### src/rtl/retire_trace_writer.sv
// retire_trace_writer
// Captures each instruction retiring out of MEM/WB, stamps it with a free-running
// cycle counter and buffers it in a small circular FIFO that a reader drains over
// a valid/ready port. The last free slot is held back for the HLT record so the
// halt is never lost. Completion is flagged once the reader takes the HLT record.
//
// state   | meaning
// --------+---------------------------------------------------------------
// S_RUN   | normal capture; non-halt records may use all but one slot
// S_DRAIN | HLT buffered; new retires are ignored and not counted as drops
// S_DONE  | HLT record consumed by the reader; absorbing until rst

module retire_trace_writer #(
   parameter int DEPTH = 8,
   parameter int CW    = 32
) (
   input  logic                     clk,
   input  logic                     rst,
   input  logic                     retire_valid,
   input  logic [15:0]              retire_pc,
   input  logic [15:0]              retire_inst,
   input  logic                     retire_we,
   input  logic [3:0]               retire_rd,
   input  logic [15:0]              retire_wdata,
   input  logic                     retire_hlt,
   output logic                     trace_valid,
   input  logic                     trace_ready,
   output logic [53+CW:0]           trace_rec,
   output logic [$clog2(DEPTH):0]   trace_count,
   output logic                     overflow,
   output logic [15:0]              drop_count,
   output logic                     trace_done
);

   localparam int AW = $clog2(DEPTH);
   localparam int RW = 54 + CW;
   localparam logic [AW:0] CNT_FULL = (AW+1)'(DEPTH);
   localparam logic [AW:0] CNT_NH   = (AW+1)'(DEPTH - 1);

   typedef enum logic [1:0] {
      S_RUN   = 2'd0,
      S_DRAIN = 2'd1,
      S_DONE  = 2'd2
   } state_t;

   state_t          state;
   logic [CW-1:0]   cyc;
   logic [RW-1:0]   mem [DEPTH];
   logic [AW-1:0]   wr_ptr;
   logic [AW-1:0]   rd_ptr;
   logic [AW:0]     count;
   logic [RW-1:0]   in_rec;
   logic            pop;
   logic            want;
   logic            room_nh;
   logic            room_h;
   logic            push;
   logic            reject;
   logic            head_hlt;

   // The stamp is the counter value before the sampling edge increments it.
   assign in_rec = {cyc, retire_pc, retire_inst, retire_we, retire_rd,
                    retire_wdata, retire_hlt};

   // Output side is driven purely from stored state; an empty FIFO shows zero.
   assign trace_valid = (count != '0);
   assign trace_rec   = trace_valid ? mem[rd_ptr] : '0;
   assign trace_count = count;
   assign head_hlt    = mem[rd_ptr][0];
   assign pop         = trace_valid & trace_ready;

   // Admission: a pop on the same edge frees a slot, so it always permits a push.
   always_comb begin
      want    = retire_valid & (state == S_RUN);
      room_nh = (count < CNT_NH) | pop;
      room_h  = (count < CNT_FULL) | pop;
      push    = want & (retire_hlt ? room_h : room_nh);
      reject  = want & ~push;
   end

   // Free-running cycle stamp, wraps modulo 2^CW.
   always_ff @(posedge clk or posedge rst) begin
      if (rst)
         cyc <= '0;
      else
         cyc <= cyc + 1'b1;
   end

   // Record storage; contents need no reset since count gates visibility.
   always_ff @(posedge clk) begin
      if (push)
         mem[wr_ptr] <= in_rec;
   end

   // Pointers and occupancy; push and pop together leave occupancy unchanged.
   always_ff @(posedge clk or posedge rst) begin
      if (rst) begin
         wr_ptr <= '0;
         rd_ptr <= '0;
         count  <= '0;
      end else begin
         if (push)
            wr_ptr <= wr_ptr + 1'b1;
         if (pop)
            rd_ptr <= rd_ptr + 1'b1;
         case ({push, pop})
            2'b10:   count <= count + 1'b1;
            2'b01:   count <= count - 1'b1;
            default: count <= count;
         endcase
      end
   end

   // Sticky overflow flag and saturating drop counter.
   always_ff @(posedge clk or posedge rst) begin
      if (rst) begin
         overflow   <= 1'b0;
         drop_count <= '0;
      end else if (reject) begin
         overflow <= 1'b1;
         if (drop_count != 16'hFFFF)
            drop_count <= drop_count + 1'b1;
      end
   end

   // Sequencing FSM with registered completion flag.
   always_ff @(posedge clk or posedge rst) begin
      if (rst) begin
         state      <= S_RUN;
         trace_done <= 1'b0;
      end else begin
         case (state)
            S_RUN: begin
               if (push & retire_hlt)
                  state <= S_DRAIN;
            end
            S_DRAIN: begin
               if (pop & head_hlt) begin
                  state      <= S_DONE;
                  trace_done <= 1'b1;
               end
            end
            S_DONE: begin
               state      <= S_DONE;
               trace_done <= 1'b1;
            end
            default: state <= S_RUN;
         endcase
      end
   end

endmodule

### config.mk
export PLATFORM = sky130hd
export DESIGN_NAME = retire_trace_writer
export DESIGN_NICKNAME = d
export VERILOG_FILES = /design/src/rtl/retire_trace_writer.sv
export SDC_FILE = /design/constraint.sdc
export NUM_CORES = 1
export LEC_CHECK = 0
export BUFFER_PORTS_ARGS = -buffer_cell sky130_fd_sc_hd__buf_2
export CAP_MARGIN = 25
export CELL_PAD_IN_SITES_DETAIL_PLACEMENT = 0
export CELL_PAD_IN_SITES_GLOBAL_PLACEMENT = 2
export CORE_ASPECT_RATIO = 1.75
export CORE_UTILIZATION = 40
export DETAILED_ROUTE_END_ITERATION = 10
export PLACE_DENSITY = 0.79
export SLEW_MARGIN = 40
export SYNTH_ARGS = -nofsm -noshare
export SYNTH_HDL_FRONTEND = slang
export SYNTH_SLANG_ARGS = --single-unit
### constraint.sdc
create_clock -name clk -period 7.7 [get_ports clk]
set_clock_uncertainty 0.1 [all_clocks]
set_input_delay 0.385 -clock clk [delete_from_list [all_inputs] [get_ports clk]]
set_output_delay 0.385 -clock clk [all_outputs]
set_load 0.03 [all_outputs]
==> results summary <==
The clock share of power came out at 27.5%. The slew at the pin closest to its max-slew limit came out at 0.8403 ns. The number of enable flip-flop cells after synthesis came out at 688.

The worst path arrival time came out at 3.58 ns. For the final routed database, the setup TNS stands at 0 ns. The CTS tree is yes. The quantity of hold-fixing buffers added after cts is 53. The sequential-to-total area share from yosys stat came out at 75.92%.

The routed wire length came out at 60.08 mm. Sequential cells burn 41.0% of the power. The detailed-placement wirelength estimate is 35.23 mm. The number of sinks handled by clock tree synthesis came out at 750. The post-synthesis share of cell area spent on xor and xnor gates came out at 1.557%. The number of instances in the synthesized netlist is 1388. The run finished, with violations left. The total overflow left after global routing is 0.

The number of global-route vias before repair is 15070. In this run the count of I/O pins placed on the die edge is 167. STA classifies the critical path endpoint as a primary output. The initial antenna violation count is 2. The number of design rule violations left after detail routing came out at 15.

The length of the first detailed-routing pass in iterations came out at 8. Of all nets on the critical path, the largest fanout is 33. The number of port buffers is 166. Yosys printed 0 warnings. In the final layout, flip-flops and latches occupy 22220 um2. The average wire per standard cell came out at 22.93 um. The fmax came out at 246.1 MHz. The share of the synthesized area in compound gates (AO/OA/AOI/OAI) came out at 0.8639%. The part of the power in combinational logic came out at 31.4%. The number of flip-flops and latches in the synthesized netlist is 750. The number of distinct library cells after synthesis came out at 53. Setup repair after global routing left no endpoint under its margin.

After the flow finishes, the layout carries non-filler instances totaling 2620. The leakage power summed over all cells came out at 11.26 nW. The library cell used most frequently in the layout, excluding fill and tap cells, is sky130_fd_sc_hd__edfxtp_1. Clock-pin slew was measured on the worst setup and hold paths at 0.07 ns. The maximum number of buffers from clock root to sink is 3. After clock tree synthesis, the setup repair step added 0 buffers.

Cells with a size suffix above 1 make up 29.07% of the layout. The max-cap violation count is 0. The mean instance size in the synthesized netlist is 21.08 um2. The filler cell count came out at 5992. The number of nets in the synthesized netlist came out at 1457. The final-report hold violation count is 0. The element type at the critical path start is a register. In this run, post-CTS repair resized a total of 0 instances. The mux share of post-synthesis cell area is 16.46%.

The placer congestion estimate came out at 0.7380. The most used flip-flop cell after synthesis is sky130_fd_sc_hd__edfxtp_1. The shortest period the worst path allows is 4.063 ns. The final cell area excluding filler cells is 34100 um2. The horizontal die dimension is 206.4 um. The path class of the tightest hold or removal check is in -> reg.

After floorplanning, the core was divided into 130 placement rows. The switching power came out at 3.909 mW. After floorplanning, the core was sized to cover 72060 um2.

For this run, the post-layout net count is 1716. The final critical-path setup slack came out at 3.637 ns. The number of buffers inserted during clock tree synthesis came out at 68. The post-synthesis instance area came out at 29260 um2. The max-slew headroom at the worst pin is 43.98%. The number of slew-limit violations in the final report is 0. Setup violations remaining at the end of the flow were counted as 0. The worst path uses 52.77% of the clock period.

The placed instances occupy a cell area of 31360 um2. Before CTS, the worst setup slack after placement is 4.074 ns. The checks that failed: design-rule violations.

The maximum number of pins on one net before global-route repair came out at 82. Clock tree synthesis selected as its root buffer the cell sky130_fd_sc_hd__clkbuf_16. The adder-cell share of the synthesized area came out at 0.4961%. The number of antenna diodes in the final layout is 0. The via total after detailed routing is 13950. The number of nets still failing antenna checks after routing is 0. The total power divided by cell area is 351.1 nW/um2. The DRC violation total after the first TritonRoute iteration came out at 803.

The multi-input combinational cells in the finished layout cover a total of 6738 um2. The basic-gate share of the synthesized area counting and, or, nand and nor cells came out at 3.366%. The global routing usage summed across all routing layers came out at 16.53%.

The global-route wire length before repair came out at 91.07 mm. The count of H-tree levels built during CTS is 3. Overall power consumption after layout is estimated at 11.97 mW.

The number of vias per cell after detailed routing is 5.324. The top cell types in the final layout, fill and taps aside, are 688 x sky130_fd_sc_hd__edfxtp_1, 171 x sky130_fd_sc_hd__mux4_2, 166 x sky130_fd_sc_hd__buf_2. The critical path required time is 7.21 ns. Once the floorplan was initialized, standard cells occupied 40.60% of the core. The dominant combinational cell family by area after synthesis is multiplexers. Cell internal power was estimated by the tool at 8.062 mW. After synthesis, the share of flip-flops with an asynchronous set or reset is 8.267%. The floorplan die area is 74270 um2. The placed instance count came out at 2445.

The die is 359.8 um tall. The clock insertion delay at the later pin of the skew report came out at 0.60 ns. Relative to the synthesized area, the layout overhead comes to 16.54%. The worst setup path is of the reg -> out kind. The proportion of total power due to net switching came out at 32.65%. The worst voltage drop across the vdd grid came out at 0.1853 mV.
## worst max-delay path: stages, from the launching register on
cell and delay, ns:
sky130_fd_sc_hd__dfrtp_4 0.77, sky130_fd_sc_hd__buf_4 0.66, sky130_fd_sc_hd__buf_4 0.69, sky130_fd_sc_hd__mux2i_1 0.48, sky130_fd_sc_hd__nor2_1 0.10, sky130_fd_sc_hd__buf_2 0.20
## cell families after synthesis
logic type / after synthesis
XOR/XNOR: 52
AO/OA/AOI/OAI: 30
multiplexers: 263
adder cells (fa/ha/maj): 11
buffers and inverters: 80
flip-flops: 750
AND/OR/NAND/NOR: 202
## registers in the layout (all words and copies together), names as in the netlist
| register | cells |
|---|---|
| rd_ptr | 3 |
| overflow | 1 |
| mem | 688 |
| trace_done | 1 |
| drop_count | 16 |
| wr_ptr | 3 |
| trace_count | 4 |
| cyc | 32 |
| state | 2 |
## metal layers
metal	vias to the layer above	track usage, %	share of wire (%)
li1	6145	-	-
met1	7415	20.19	40
met2	314	29.73	54
met3	72	2.209	4.0
met4	4	5.450	2.2
met5	-	0	0.030
## area by class of cell
class	instances	area share, %
clock buffers	90	5.479
clock inverters	29	0.8477
inverters	16	0.1761
multi-input cells	558	19.76
flip-flops and latches	750	65.18
well taps	924	3.391
repair buffers	253	5.170
## synthesized netlist by cell type (2+ instances only)
cell / number / area share [%]
sky130_fd_sc_hd__mux4_2: 171 / 13
sky130_fd_sc_hd__a211oi_1: 10 / 0.26
sky130_fd_sc_hd__dfrtp_1: 62 / 5.3
sky130_fd_sc_hd__mux2_1: 3 / 0.12
sky130_fd_sc_hd__a311o_1: 2 / 0.068
sky130_fd_sc_hd__and3_1: 5 / 0.11
sky130_fd_sc_hd__buf_4: 10 / 0.26
sky130_fd_sc_hd__nor3_1: 6 / 0.10
sky130_fd_sc_hd__o211ai_1: 2 / 0.051
sky130_fd_sc_hd__nor4_2: 3 / 0.13
sky130_fd_sc_hd__nor4_1: 3 / 0.064
sky130_fd_sc_hd__xor2_1: 18 / 0.54
sky130_fd_sc_hd__edfxtp_1: 688 / 71
sky130_fd_sc_hd__mux2i_1: 86 / 2.9
sky130_fd_sc_hd__and4_1: 3 / 0.090
sky130_fd_sc_hd__mux2i_4: 2 / 0.15
sky130_fd_sc_hd__clkbuf_1: 17 / 0.22
sky130_fd_sc_hd__o221ai_1: 2 / 0.060
sky130_fd_sc_hd__nand2b_1: 3 / 0.064
sky130_fd_sc_hd__ha_1: 10 / 0.43
sky130_fd_sc_hd__a2111oi_2: 2 / 0.10
sky130_fd_sc_hd__xnor2_1: 34 / 1.0
sky130_fd_sc_hd__buf_1: 5 / 0.064
sky130_fd_sc_hd__inv_1: 15 / 0.19
sky130_fd_sc_hd__nor4_4: 2 / 0.15
sky130_fd_sc_hd__nand4_1: 14 / 0.30
sky130_fd_sc_hd__nor2_1: 100 / 1.3
sky130_fd_sc_hd__buf_2: 30 / 0.51
sky130_fd_sc_hd__nand2_1: 28 / 0.36
sky130_fd_sc_hd__nand3_1: 21 / 0.36
sky130_fd_sc_hd__nor4b_1: 2 / 0.060
sky130_fd_sc_hd__buf_6: 2 / 0.077
sky130_fd_sc_hd__and2_1: 5 / 0.11
sky130_fd_sc_hd__a21o_1: 3 / 0.077
## path summary, 6_finish.rpt
path / slack [ns] / cells after the start / start / endpoint
setup reg to reg: 4.15 / 7 / state[1] / mem[6][7]
min in group asynchronous: 0.40 / 4 / rst / cyc[22]
hold reg to reg: 0.36 / 1 / overflow / overflow
hold / removal: 0.03 / 1 / retire_wdata[11] / mem[5][12]
max in group asynchronous: 6.58 / 4 / rst / rd_ptr[2]
setup / recovery: 3.64 / 5 / rd_ptr[2] / trace_rec[82]
## metrics by stage
stage          hold slack (ns)  utilization, %
2_1_floorplan           0.3839               -
3_3_place_gp            0.3457           43.29
3_5_place_dp            0.3472           43.52
4_1_cts               0.003611           47.25
5_1_grt               0.008094           47.32
6_report               0.03057           47.32
## power by group through the flow
stage | Combinational [mW] | Clock [mW] | Sequential, mW
2_1_floorplan | 2.80 | 0 | 4.93
3_3_place_gp | 3.72 | 0 | 5.02
3_5_place_dp | 3.76 | 0 | 5.05
4_1_cts | 3.80 | 3.37 | 4.96
5_1_grt | 4.06 | 3.51 | 4.94
6_report | 3.76 | 3.30 | 4.91
No activity file was read; power rests on OpenSTA's default activity.
